==> src/rtl/addr_burst_gen.sv <==
// Burst address generator: takes a base address and beat count, emits
// one address per accepted beat, stepping by STRIDE, flagging the last.
//
// Ports:
//   clk       - clock, all state updates on rising edge
//   rst       - synchronous active-high reset
//   in_valid  - burst request present
//   in_ready  - block can accept a request (IDLE and not in reset)
//   in_addr   - base address of the burst
//   in_len    - number of beats minus 1
//   out_valid - out_addr holds a valid beat
//   out_ready - downstream accepts the beat
//   out_addr  - current burst address
//   out_last  - current beat is the final beat
//   busy      - a burst is in progress
module addr_burst_gen #(
    parameter logic [15:0] STRIDE = 16'h0001,
    parameter int          LEN_W  = 4
) (
    input  logic             clk,
    input  logic             rst,
    input  logic             in_valid,
    output logic             in_ready,
    input  logic [15:0]      in_addr,
    input  logic [LEN_W-1:0] in_len,
    output logic             out_valid,
    input  logic             out_ready,
    output logic [15:0]      out_addr,
    output logic             out_last,
    output logic             busy
);

    typedef enum logic {
        IDLE,
        BURST
    } state_t;

    state_t           state;
    state_t           state_nx;
    logic [15:0]      addr_nx;
    logic [LEN_W-1:0] cnt;
    logic [LEN_W-1:0] cnt_nx;

    always_ff @(posedge clk) begin
        if (rst) begin
            state    <= IDLE;
            out_addr <= 16'h0000;
            cnt      <= '0;
        end else begin
            state    <= state_nx;
            out_addr <= addr_nx;
            cnt      <= cnt_nx;
        end
    end

    // out_addr doubles as the address register, so it naturally keeps
    // the last beat's value once the burst returns to IDLE.
    always_comb begin
        state_nx  = state;
        addr_nx   = out_addr;
        cnt_nx    = cnt;
        in_ready  = 1'b0;
        out_valid = 1'b0;
        out_last  = 1'b0;
        busy      = 1'b0;
        unique case (state)
            IDLE: begin
                in_ready = !rst;
                if (in_valid && !rst) begin
                    addr_nx  = in_addr;
                    cnt_nx   = in_len;
                    state_nx = BURST;
                end
            end
            BURST: begin
                out_valid = 1'b1;
                busy      = 1'b1;
                out_last  = (cnt == '0);
                if (out_ready) begin
                    if (out_last) begin
                        state_nx = IDLE;
                    end else begin
                        addr_nx = out_addr + STRIDE;
                        cnt_nx  = cnt - 1'b1;
                    end
                end
            end
            default: state_nx = IDLE;
        endcase
    end

endmodule

==> config.mk <==
export PLATFORM = sky130hd
export DESIGN_NAME = addr_burst_gen
export DESIGN_NICKNAME = d
export VERILOG_FILES = /design/src/rtl/addr_burst_gen.sv
export SDC_FILE = /design/constraint.sdc
export NUM_CORES = 1
export LEC_CHECK = 0
export CORE_MARGIN = 2
export CORE_UTILIZATION = 48
export CTS_BUF_LIST = sky130_fd_sc_hd__clkbuf_8
export DETAILED_ROUTE_END_ITERATION = 7
export HOLD_SLACK_MARGIN = 0.08
export PLACE_DENSITY = 0.86
export SLEW_MARGIN = 15
export SYNTH_ARGS = -nofsm -noshare
export SYNTH_HDL_FRONTEND = slang
export SYNTH_SLANG_ARGS = --single-unit
==> constraint.sdc <==
create_clock -name clk -period 1.95 [get_ports clk]
set_input_delay 0.4875 -clock clk [delete_from_list [all_inputs] [get_ports clk]]
set_output_delay 0.4875 -clock clk [all_outputs]
set_load 0.1 [all_outputs]
## After elaboration in Yosys (flattened, before gate mapping)

Cells that the tools add are included.

- Bits in registers: 21
- Input port bits: 24
- Output and inout bits: 20

- Bitwise operators: 1
- Reduce and logical (&&, ||, !) cells: 4
- Eq/ne operators: 3
- Mux-type cells: 15
- Add/subtract/negate cells: 2

Operators by type and width:

| operator | number |
|---|---|
| 2-to-1 mux 16 bit | 3 |
| case mux 16 bit (2 select lines) | 1 |
| adder 16 x 1 -> 16 bit (second input constant) | 1 |
| 2-to-1 mux 4 bit | 3 |
| case mux 4 bit (2 select lines) | 1 |
| 2-to-1 mux 1 bit | 6 |
| inequality test 2 bit (second input constant) | 3 |
| zero test 4 bit | 1 |
| subtractor 4 x 1 -> 4 bit (second input constant) | 1 |
| AND reduction 3 bit | 1 |
| case mux 1 bit (2 select lines) | 1 |
| logical AND 1 bit | 1 |
| zero test 1 bit | 1 |
| NOT 1 bit | 1 |

## Longest topological paths before layout

- Word-level depth: 4
- Mapped depth: 8
- Depth with buffers taken out: 6

## Worst setup path before layout

Ideal clock, no wire load.

- Path type: flip-flop to output port
- Start: register state
- End: output in_ready
- Path buffers: 2
- Stages on the path, launching flop included: 4
- Setup slack: -990 ps
- Data arrival time: 2452 ps
- Required time: 1462 ps
- Cells stage by stage: dfxtp_1 clkbuf_1 buf_2 nor2_1

- Longest elaborated chain between the ends: 1

RTL lines:

| element | RTL line | RTL |
|---|---|---|
| start, declared | 38 | `state_t state;` |
| start signal, assigned | 50 | `state <= state_nx;` |
| 2-to-1 mux 1 bit | 66 | `unique case (state)` |
| end, declared | 23 | `output logic in_ready,` |

Every way passes these cells.

## Final worst setup path

- Start: register cnt[0]
- End: output out_last

- Longest elaborated chain between the ends: 2

RTL lines:

| element | RTL line | RTL |
|---|---|---|
| start, declared | 41 | `logic [LEN_W-1:0] cnt;` |
| start signal, assigned | 52 | `cnt <= cnt_nx;` |
| zero test 4 bit | 78 | `out_last = (cnt == '0);` |
| 2-to-1 mux 1 bit | 66 |  |
| end, declared | 29 | `output logic out_last,` |

Every way passes these cells.

==> impl_metrics.env <==
export IMPL_max_cap_violations=0
export IMPL_synthCells=181
export IMPL_r2r_cells=6
export IMPL_n_fill_cell=185
export IMPL_synth_edf_count=0
export IMPL_drtIter0Drc=92
export IMPL_dp_slack_ns=-0.0848
export IMPL_synth_mux_area_share_pct=0.716
export IMPL_routed_wl_mm=4.74
export IMPL_switching_share_pct=45.8
export IMPL_skew_ns=0.00259
export IMPL_synthDominantCellAreaShare_pct=30.1
export IMPL_yosys_area_top_type="dfxtp_1"
export IMPL_fin_area_sq_mm=0.00220
export IMPL_grt_pass1_wl_mm=7.25
export IMPL_syn_cell_area_sq_mm=0.00140
export IMPL_final_layout_size_suffix_gt1_share_pct=26.8
export IMPL_finalWorstSetupSlack_ns=0.0366
export IMPL_avgSynthCellArea_sq_um=7.73
export IMPL_n_antenna_cell=0
export IMPL_holdPathEnd="out_addr[15]"
export IMPL_worst_ir_drop_vdd_mv=0.679
export IMPL_cts_hold_fix_buffers=0
export IMPL_clockBufferDepth=2
export IMPL_cts_sinks=21
export IMPL_cts_tree="yes"
export IMPL_outcome="complete, no violations"
export IMPL_async_reset_ff_share_pct=0
export IMPL_fin_crit_ns=1.91
export IMPL_crit_type="flip-flop to output pin"
export IMPL_yosys_area_share_adder_pct=2.68
export IMPL_portBuffers=43
export IMPL_startpoint_type="flip-flop"
export IMPL_r2r_end="out_addr[10]"
export IMPL_layout_worst_path_cycle_share_pct=98.1
export IMPL_critical_path_startpoint="cnt[0]"
export IMPL_grt_start_max_net_pins=35
export IMPL_tns_ns=0
export IMPL_syn_num_nets=208
export IMPL_drc=0
export IMPL_slew_violations=0
export IMPL_ys_warnings_count=0
export IMPL_ys_ff_latch=21
export IMPL_cts_buffers=3
export IMPL_yosys_area_share_simple_pct=30.9
export IMPL_synth_ff_type="dfxtp_1"
export IMPL_hold_class="flip-flop to flip-flop"
export IMPL_gp_congestion=0.863
export IMPL_cts_clk_slew_worst_paths_ns=0.08
export IMPL_grt_pass1_vias=1603
export IMPL_nets=256
export IMPL_vias=1665
export IMPL_vias_per_cell=6.43
export IMPL_die_x_microns=58.0
export IMPL_antenna_left=0
export IMPL_p_comb_share_pct=51.3
export IMPL_crit_fanout=6
export IMPL_report_final_hold_viol_count=0
export IMPL_intPower_w=0.000987
export IMPL_leakage_nw=0.789
export IMPL_clock_fmax_mhz=523
export IMPL_cp_end_kind="output pin"
export IMPL_p_sw_w=0.000832
export IMPL_insertion_delay_ns=0.26
export IMPL_critPathArrivalTime_ns=1.43
export IMPL_power_per_cell_area_mw_per_mm2=828
export IMPL_yosysUniqueCellTypes=47
export IMPL_wl_per_cell_microns=18.3
export IMPL_synth_compound_area_share_pct=30.0
export IMPL_p_seq_share_pct=32.2
export IMPL_gr_total_overflow=0
export IMPL_clk_root_buffer_cell="clkbuf_8"
export IMPL_die_h_microns=58.0
export IMPL_p_clk_share_pct=16.5
export IMPL_setup_viol=0
export IMPL_antenna_found_initial=0
export IMPL_cts_htree_levels=1
export IMPL_design_core_area_sq_mm=0.00276
export IMPL_synth_top_family_by_area="simple AND/OR/NAND/NOR gates"
export IMPL_reg2reg_from="cnt[0]"
export IMPL_synth_xor_area_share_pct=0
export IMPL_syn_to_final_growth_pct=57.0
export IMPL_design_die_area_sq_mm=0.00336
export IMPL_synthTopCellsByArea="dfxtp_1 30%, a21oi_1 7.5%, o21ai_0 6.8%"
export IMPL_rows=19
export IMPL_track_usage_pct=27.1
export IMPL_whs_path_depth=2
export IMPL_firstDrtPassIters=4
export IMPL_min_delay_start="out_addr[15]"
export IMPL_slew_headroom_pct=67.2
export IMPL_ys_seq_area_share_pct=30.1
export IMPL_io_pins=44
export IMPL_synthTopCellsByCount="21 x a21oi_1, 21 x dfxtp_1, 19 x o21ai_0, 12 x nand2_1, 12 x nor2b_1"
export IMPL_initial_utilization_pct=50.7
export IMPL_worstPathRequired_ns=1.46
export IMPL_utilization_pct=79.6
export IMPL_placed_area_sq_mm=0.00213
export IMPL_place_hpwl_mm=3.26
export IMPL_worst_pin_slew_ns=0.489
export IMPL_reg2reg_slack_ns=0.22
worst max-delay path: stages, from the launching register on:
cell	delay [ns]
dfxtp_1	0.32
inv_1	0.12
ha_1	0.23
nand4bb_4	0.18
clkinvlp_4	0.13
buf_12	0.17
power groups by stage:
stage	clock network, W	logic (W)	registers, W
after floorplan	0	0.000306	0.000833
after global placement	0	0.000887	0.000583
after detailed placement	0	0.000909	0.000588
after CTS	0.000300	0.000919	0.000580
after global routing	0.000317	0.000974	0.000595
final	0.000300	0.000933	0.000586
sequential cells by signal, indices dropped and copies added, names as in the netlist:
register,flops
out_addr,16
cnt,4
state,1
cell usage in the layout, fill, tap and decap left out, types with 4 or more instances in the layout:
cell type / netlist / routed
nor3_1: 5 / 5
clkdlybuf4s50_1: 0 / 23
nand2b_1: 4 / 4
o21ai_0: 19 / 19
dfxtp_2: 0 / 11
nor2_1: 10 / 9
nand2_1: 12 / 12
dfxtp_1: 21 / 8
nor2b_1: 12 / 12
inv_1: 5 / 4
nand3_1: 7 / 7
buf_4: 2 / 12
buf_12: 0 / 20
a21oi_1: 21 / 21
nor4_1: 6 / 6
cell families (layout without fill, tap and decap cells):
| logic type | after synthesis | count (layout) |
|---|---|---|
| buffers and inverters | 18 | 65 |
| AND/OR/NAND/NOR | 72 | 72 |
| flip-flops | 21 | 21 |
| multiplexers | 1 | 1 |
| AO/OA/AOI/OAI | 66 | 66 |
| adder cells (fa/ha/maj) | 3 | 3 |
cell type report:
cell class | instances | area (sq um) | share of cell area [%]
Timing Repair Buffer | 55 | 721 | 32.8
Clock buffer | 3 | 41.3 | 1.88
Multi-Input combinational cell | 142 | 922 | 42.0
Sequential cell | 21 | 442 | 20.1
Inverter | 6 | 26.3 | 1.20
Tap cell | 31 | 38.8 | 1.77
Clock inverter | 1 | 5.00 | 0.228
repair_timing:
item | in CTS | in global routing
gates resized for setup | 1 | 1
setup endpoints to repair | 1 | 1
setup buffers | 0 | 0
stage by stage:
step                hold WS, ns  total power, W  cells
global route              0.554         0.00189    259
global placement          0.488         0.00147    255
detailed placement        0.521         0.00150    255
finish                    0.534         0.00182    259
CTS                       0.535         0.00180    259
floorplan                 0.468         0.00114    181
metal layers:
metal | wire length [microns] | track usage (%)
met1 | 1850 | 32.6
met2 | 2470 | 48.7
met3 | 331 | 4.46
met4 | 88 | 8.97
met5 | 0 | 0
how the worst max path moves through the flow:
stage | endpoint | slack, ns | cells after the start
after floorplan | out_addr[15] | 0.02 | 4
after global placement | out_addr[13] | -0.03 | 5
after detailed placement | out_addr[0] | -0.08 | 6
after CTS | out_last | 0.01 | 5
after global routing | out_last | -0.002 | 5
final | out_last | 0.04 | 5
(Power assumes the default switching activity.)
